**src/rtl/mux_arb_pkg.sv**
```systemverilog
// Shared constants and types for the 4:1 round-robin mux arbiter.
package mux_arb_pkg;

    localparam int unsigned N_REQ = 4;
    localparam int unsigned SEL_W = 2;

    typedef enum logic {ARB, LOCK} arb_state_t;

endpackage

```
**src/rtl/rr_pick4.sv**
```systemverilog
// Combinational rotate-priority search: first set req bit starting at ptr, wrapping mod 4.
module rr_pick4
    import mux_arb_pkg::*;
(
    input  logic [N_REQ-1:0] req,
    input  logic [SEL_W-1:0] ptr,
    output logic [SEL_W-1:0] gsel,
    output logic             any
);

    logic [SEL_W-1:0] idx;

    // Walk from the farthest offset back to ptr so the nearest hit wins.
    always_comb begin
        gsel = ptr;
        any  = 1'b0;
        idx  = ptr;
        for (int k = N_REQ - 1; k >= 0; k--) begin
            idx = ptr + SEL_W'(k);
            if (req[idx]) begin
                gsel = idx;
                any  = 1'b1;
            end
        end
    end

endmodule

```
**src/rtl/mux_4_1_rr_arbiter.sv**
```systemverilog
// Four valid/ready requesters share one registered 4:1 mux; round-robin, packet-locked grant.
module mux_4_1_rr_arbiter
    import mux_arb_pkg::*;
#(
    parameter int unsigned WIDTH = 4
) (
    input  logic             clk,
    input  logic             rst_n,
    input  logic [N_REQ-1:0] in_valid,
    input  logic [N_REQ-1:0] in_last,
    input  logic [WIDTH-1:0] in_data0,
    input  logic [WIDTH-1:0] in_data1,
    input  logic [WIDTH-1:0] in_data2,
    input  logic [WIDTH-1:0] in_data3,
    output logic [N_REQ-1:0] in_ready,
    output logic             out_valid,
    output logic [WIDTH-1:0] out_data,
    output logic [SEL_W-1:0] out_sel,
    output logic             out_last,
    input  logic             out_ready
);

    arb_state_t       state_q;
    logic [SEL_W-1:0] ptr_q;
    logic [SEL_W-1:0] lock_sel_q;

    logic [SEL_W-1:0] pick_sel;
    logic             pick_any;
    logic [SEL_W-1:0] gsel;
    logic             any_grantable;
    logic             load;
    logic [WIDTH-1:0] mux_data;

    rr_pick4 u_pick (
        .req  (in_valid),
        .ptr  (ptr_q),
        .gsel (pick_sel),
        .any  (pick_any)
    );

    // While locked, only the owning requester's valid matters.
    always_comb begin
        if (state_q == LOCK) begin
            gsel          = lock_sel_q;
            any_grantable = in_valid[lock_sel_q];
        end else begin
            gsel          = pick_sel;
            any_grantable = pick_any;
        end
    end

    assign load = !out_valid || out_ready;

    always_comb begin
        in_ready = '0;
        if (load && any_grantable) begin
            in_ready[gsel] = 1'b1;
        end
    end

    always_comb begin
        unique case (gsel)
            2'd0:    mux_data = in_data0;
            2'd1:    mux_data = in_data1;
            2'd2:    mux_data = in_data2;
            default: mux_data = in_data3;
        endcase
    end

    always_ff @(posedge clk or negedge rst_n) begin
        if (!rst_n) begin
            state_q    <= ARB;
            ptr_q      <= '0;
            lock_sel_q <= '0;
            out_valid  <= 1'b0;
            out_data   <= '0;
            out_sel    <= '0;
            out_last   <= 1'b0;
        end else if (load) begin
            if (any_grantable) begin
                out_valid <= 1'b1;
                out_data  <= mux_data;
                out_sel   <= gsel;
                out_last  <= in_last[gsel];
                if (in_last[gsel]) begin
                    state_q <= ARB;
                    ptr_q   <= gsel + 2'd1;
                end else if (state_q == ARB) begin
                    state_q    <= LOCK;
                    lock_sel_q <= gsel;
                end
            end else begin
                out_valid <= 1'b0;
            end
        end
    end

endmodule

```
**config.mk**
```make
export PLATFORM = sky130hd
export DESIGN_NAME = mux_4_1_rr_arbiter
export DESIGN_NICKNAME = d
export VERILOG_FILES = /design/src/rtl/mux_arb_pkg.sv /design/src/rtl/rr_pick4.sv /design/src/rtl/mux_4_1_rr_arbiter.sv
export SDC_FILE = /design/constraint.sdc
export NUM_CORES = 1
export LEC_CHECK = 0
export CORE_ASPECT_RATIO = 0.9
export CORE_MARGIN = 5
export CORE_UTILIZATION = 42
export CTS_BUF_LIST = sky130_fd_sc_hd__clkbuf_16
export CTS_CLUSTER_SIZE = 28
export DETAILED_ROUTE_END_ITERATION = 6
export PLACE_DENSITY = 0.89
export SLEW_MARGIN = 30
export SYNTH_ARGS = -nofsm -noshare
export SYNTH_HDL_FRONTEND = slang
export SYNTH_SLANG_ARGS = --single-unit
```
**constraint.sdc**
```tcl
create_clock -name clk -period 2.71 [get_ports clk]
set_input_delay 0.542 -clock clk [delete_from_list [all_inputs] [get_ports clk]]
set_output_delay 0.542 -clock clk [all_outputs]
set_load 0.03 [all_outputs]
```
Word-level counts from Yosys, hierarchy flattened
Index checks and enable logic that the tools add are counted.

Add/subtract/negate cells: 4. Magnitude comparators: 7. Equal/unequal tests: 2. Muxes and demuxes: 28. Bitwise gates (word level): 2. Reduce and logical (&&, ||, !) cells: 8.

Operators by type and width (count): < comparator 2 x 3 -> 1 bit, second input constant (6); two-way mux 1 bit (14); binary-select mux 1 bit (select 2 bit) (6); case mux 4 bit (3 select lines) (1); two-way mux 2 bit (5); adder 2 x 1 -> 2 bit, second input constant (2); adder 2 bit, second input constant (2); two-way mux 4 bit (1); AND reduction 4 bit (1); AND reduction 3 bit (1); demux 1 bit (select 2 bit) (1); == test 2 x 1 -> 1 bit, second input constant (1); == test 2 bit, second input constant (1); >= comparator 2 x 1 -> 1 bit, second input constant (1); logical AND 1 bit (2); zero test 2 bit (1); NOT 1 bit (2); AND reduction 2 bit (1); zero test 1 bit (1); logical OR 1 bit (1).

Bits in registers: 13. Input bits: 27. Output and inout bits: 12. Logic and storage cells: 58.

Depth between registers and ports, before layout
Word-level depth: 13. Depth in mapped cells: 9. Mapped depth without buffers: 9.

Modules after synthesis
Synthesis repeated with hierarchy kept, for this count alone.

Cells, all modules: 91. Area, all modules: 890.9 um^2.

Modules (own cells, without submodules): mux_4_1_rr_arbiter (instances 1, cells each 75, area each 790.8 um^2, seq. area each 325.3 um^2); rr_pick4 (instances 1, cells each 16, area each 100.1 um^2, seq. area each 0.0 um^2).

Least setup slack after synthesis
Ideal clock, no wire load.

Path kind: input to output. From: input port in_valid[0]. To: output port in_ready[0]. Arrival: 2.031 ns. Data required time: 2.168 ns. Path slack: 0.137 ns. Stages: 6. Buffers on the path: 0. Cells stage by stage: and2_2 o311a_1 o31ai_4 inv_1 ha_1 and2_1.

Longest elaborated chain between the ends: 12. Elaborated cells on any way between the ends: 27. Those cells by class: order compare (2); mux (23); reduce/logical (2).

RTL lines: start: declaration (RTL line mux_4_1_rr_arbiter.sv:9) `input logic [N_REQ-1:0] in_valid,`; binary-select mux 1 bit (select 2 bit) (RTL line rr_pick4.sv:20) `if (req[idx]) begin`; two-way mux 1 bit (not written as such) (RTL line rr_pick4.sv:20); two-way mux 2 bit (3 in a row) (RTL line rr_pick4.sv:20); two-way mux 2 bit * (RTL line rr_pick4.sv:20); two-way mux 2 bit * (RTL line mux_4_1_rr_arbiter.sv:43) `if (state_q == LOCK) begin`; named net gsel[1] (RTL line mux_4_1_rr_arbiter.sv:29) `logic [SEL_W-1:0] gsel;`; < comparator 2 x 3 -> 1 bit (not written as such) / >= comparator 2 x 1 -> 1 bit (equally long branches) (RTL line mux_4_1_rr_arbiter.sv:57) `in_ready[gsel] = 1'b1;`; logical AND 1 bit (not written as such) (RTL line mux_4_1_rr_arbiter.sv:57); two-way mux 1 bit (not written as such) (RTL line mux_4_1_rr_arbiter.sv:57); demux 1 bit (select 2 bit) * (RTL line mux_4_1_rr_arbiter.sv:57); two-way mux 4 bit * (RTL line mux_4_1_rr_arbiter.sv:56) `if (load && any_grantable) begin`; end: declaration (RTL line mux_4_1_rr_arbiter.sv:15) `output logic [N_REQ-1:0] in_ready,`.

The timed path passes the listed nets; every way through them passes the cells marked *. The select of a mux whose other input is x is not followed.

Worst setup path in the final report
From: register ptr_q[1]. To: output port in_ready[1].

Longest elaborated chain between the ends: 13. Elaborated cells on any way between the ends: 28. Those cells by class: add/sub (3); order compare (2); mux (21); reduce/logical (2).

RTL lines: start: declaration (RTL line mux_4_1_rr_arbiter.sv:24) `logic [SEL_W-1:0] ptr_q;`; start signal: assignment (RTL line mux_4_1_rr_arbiter.sv:87) `ptr_q <= gsel + 2'd1;`; adder 2 bit (RTL line rr_pick4.sv:19) `idx = ptr + SEL_W'(k);`; binary-select mux 1 bit (select 2 bit) (RTL line rr_pick4.sv:20); two-way mux 1 bit (not written as such) (RTL line rr_pick4.sv:20); two-way mux 2 bit (3 in a row) (RTL line rr_pick4.sv:20); two-way mux 2 bit * (RTL line rr_pick4.sv:20); two-way mux 2 bit * (RTL line mux_4_1_rr_arbiter.sv:43); named net gsel[1] (RTL line mux_4_1_rr_arbiter.sv:29); < comparator 2 x 3 -> 1 bit (not written as such) / >= comparator 2 x 1 -> 1 bit (equally long branches) (RTL line mux_4_1_rr_arbiter.sv:57); logical AND 1 bit (not written as such) (RTL line mux_4_1_rr_arbiter.sv:57); two-way mux 1 bit (not written as such) (RTL line mux_4_1_rr_arbiter.sv:57); demux 1 bit (select 2 bit) * (RTL line mux_4_1_rr_arbiter.sv:57); two-way mux 4 bit * (RTL line mux_4_1_rr_arbiter.sv:56).

Marked as above.

==> run summary <==
For this run, design rule violations remaining after detail routing come to 0. In this run the deepest clock path goes through 2 buffers. The cell total after placement is 186. The run gives 0 as the final count of negative-setup-slack endpoints. The clock latency at the later pin of the worst-skew pair was 0.24 ns; the post-route minimum period was 2.66 ns.

The run gives 376 MHz as the maximum achievable frequency. The number of pins with negative max-slew slack in the final report was 0; the number of nets with antenna violations after routing was 0. The sort of element at the end of the critical path is an output port. Cell internal power was estimated by the tool at 1240 µW.

The static leakage was 0.000755 µW; the vertical die dimension was 54.8 µm. The logs give 2160 µm² for the area of the core region and 34.8% for the sequential area share after synthesis. The fraction of the cycle the final worst path needs is 98.2%, and the count of port buffers added during placement is 38. In this run the power density over the cells is 1310 nW/µm².

The first global-routing pass estimated 5420 µm of wire. The initial core utilization is 43.3%. The width of the die was 59.8 µm. The worst slew margin relative to its limit was 59.7%; the number of antenna violations at the first check in global routing was 0. Adding up every negative setup slack in the final design gives 0 ns. Setup repair after global routing left no endpoint under its margin.

Data on the critical path is required at its endpoint by 2.17 ns. Of the total power, the share spent switching nets is 43.5%. From synthesis to final layout, the design area changed by 79.4%.

For the worst setup path, the data arrival time is 2.12 ns. The routed layout has 1,088 vias. The number of standard cells in the final layout excluding fillers came out at 194. The tree is rooted in a clkbuf_16.

Dividing the detail-routed via count by the number of cells gives 5.61. The run finished with clean final reports. STA classifies the critical path startpoint as a register. The proportion of layout cells with a drive suffix above 1 is 37.1%.

The logs give 936 µm² for the synthesized cell area and 1680 µm² for the final non-filler cell area. The final count of hold timing violations is 0, and the synthesized netlist net count is 132. After detailed routing, the total wire length is 3650 µm. After clock tree synthesis, the clock-pin slew on the worst setup and hold paths is 0.05 ns. The average detailed-routed wire length per instance came out at 18.8 µm. The net switching power was 957 µW; the detailed placer's ending HPWL was 2530 µm. The power share of the sequential group came out at 17.1%. For the final database, setup skew stands at 0.00308 ns. The worst-case IR drop observed on VDD is 840 µV. The logs give 0.874 for the last weighted congestion value of the routability-driven placer and 13 for the total number of clock tree sinks.

Per report_power, the clock group accounts for 12.7% of the total. The number of global-route vias before repair came out at 1,173. The critical path start-end classification is register to output port. The all-layer global routing usage was 22.7%.

The floorplan step defined a die boundary enclosing 3270 µm². The tools report the number of detailed-routing iterations run before antenna repair as 4. The top fanout value on the critical path is 3.

After clock tree synthesis, the flow added hold-fix buffers numbering 0. The gate count of the mapped netlist is 100. The path class of the tightest hold or removal check is register to register. The logs give 17 for the pin count of the biggest net entering global routing and 3 for the total clock buffers created by CTS. The pin slew with the least headroom to its limit came out at 0.603 ns. Max-cap violations in this run came to 0.

After synthesis, the mean cell area works out to 9.36 µm². The floorplan has 16 rows. The number of H-tree branching levels is 1.

The post-layout net count is 200, and the count of state elements after synthesis is 13. The netlist uses 35 different library cells. The detailed router's first-iteration violation count was 65. Combinational logic burns 70.2% of the power. The number of antenna diodes in the final layout is 0. For this run, the number of Yosys warnings is 0. TritonCTS built the clock tree. The instance area at placement came out at 1510 µm². Global routing finished with a remaining overflow of 0.

The run gives 39 as the number of top-level pins.
-- synthesized netlist by cell type --
library cell | number | area (µm²)
nor2_1 | 8 | 30.0
nor2b_1 | 1 | 6.26
a21boi_0 | 2 | 15.0
inv_2 | 1 | 3.75
clkbuf_1 | 2 | 7.51
mux2_2 | 1 | 11.3
and2_1 | 4 | 25.0
or3_1 | 1 | 6.26
dfrtp_1 | 13 | 325
a21bo_2 | 1 | 10.0
nand2b_1 | 4 | 25.0
o41ai_4 | 1 | 27.5
a211oi_1 | 1 | 7.51
buf_1 | 1 | 3.75
a31oi_1 | 2 | 12.5
ha_1 | 5 | 62.6
a32o_1 | 1 | 10.0
or3_4 | 1 | 11.3
nand2_1 | 12 | 45.0
a21o_2 | 1 | 8.76
nor3_1 | 2 | 10.0
o311ai_0 | 1 | 8.76
a211oi_2 | 2 | 25.0
o21bai_1 | 2 | 15.0
o31ai_4 | 1 | 21.3
mux4_2 | 1 | 22.5
mux2_4 | 1 | 15.0
a222oi_1 | 4 | 40.0
o21ai_1 | 1 | 5.00
inv_1 | 4 | 15.0
a21oi_1 | 8 | 40.0
and4_4 | 1 | 11.3
o21ai_0 | 7 | 35.0
and2_2 | 1 | 7.51
o311a_1 | 1 | 10.0
-- worst max-delay path, stage by stage (launching register included) --
cell and delay (ns):
dfrtp_1 0.41, and2_4 0.18, o311a_4 0.36, o31ai_4 0.27
inv_2 0.08, buf_6 0.13, ha_2 0.19, and2_4 0.13
buf_6 0.13
-- metal layers --
metal / vias up / GRT usage, % / routed length [µm]
met5: - / 0 / 0
met1: 539 / 25.9 / 1500
met4: 0 / 6.64 / 16
met3: 2 / 4.01 / 166
met2: 38 / 43.2 / 1970
li1: 509 / - / -
-- timing repair --
item | in CTS | in global routing
setup buffers | 1 | 4
setup endpoints to repair | 8 | 5
resized for setup | 27 | 10
pin swaps | 2 | 3
-- cell families (layout without fill, tap and decap cells) --
kind of cell	after synthesis	after routing	share of synthesized area, %
and+or+nand+nor	35	35	19.0
adders and majority gates	5	5	6.68
DFF	13	13	34.8
muxes	3	3	5.21
buffers and inverters	8	75	3.21
AOI/OAI and AO/OA	36	36	31.1
-- final timing paths --
check                      startpoint            end  slack, ns  depth (start not counted)
setup / recovery             ptr_q[1]    in_ready[1]       0.05                          8
hold / removal               out_last       out_last       0.48                          2
setup reg to reg             ptr_q[1]    out_data[0]       0.21                         11
hold reg to reg              out_last       out_last       0.48                          2
max in group asynchronous       rst_n  lock_sel_q[0]       1.63                          1
min in group asynchronous       rst_n    out_data[2]       0.68                          1
-- state kept, by name, indices dropped and copies added, names as in the netlist --
register	count
out_last	1
lock_sel_q	2
state_q	1
out_valid	1
out_data	4
out_sel	2
ptr_q	2
-- power groups by stage --
stage | sequential (µW) | clock [µW] | combinational (µW)
2_1_floorplan | 468 | 0 | 666
3_3_place_gp | 367 | 0 | 1280
3_5_place_dp | 372 | 0 | 1340
4_1_cts | 373 | 285 | 1430
5_1_grt | 382 | 294 | 1650
6_report | 376 | 281 | 1540
-- placed cells by master, fill, tap and decap left out, drive strengths merged, types with 2 or more instances in the layout --
master / n
nand2b: 4
a222oi: 4
buf: 33
ha: 5
a21boi: 2
clkdlybuf4s50: 30
or3: 2
nor3: 2
inv: 5
clkbuf: 5
dfrtp: 13
mux2: 2
a211oi: 3
o21ai: 8
a21oi: 8
nand2: 12
nor2: 8
a31oi: 2
and2: 5
o21bai: 2
-- final cells by class --
type	count	area (µm²)
Sequential cell	13	325
Tap cell	27	33.8
Clock inverter	1	5.00
Inverter	5	18.8
Timing Repair Buffer	66	588
Multi-Input combinational cell	79	633
Clock buffer	3	75.1
Fill cell	125	483
-- per-stage QoR --
stage	setup slack [ns]	utilization [%]	total power, µW	hold slack (ns)
finish	0.0487	77.7	2200	0.478
CTS	0.00456	76.6	2090	0.486
global route	0.000545	77.7	2320	0.497
floorplan	0.137	-	1130	0.246
detailed placement	-0.651	69.9	1720	0.476
global placement	-0.583	69.9	1650	0.463
No activity file was read; power rests on OpenSTA's default activity.
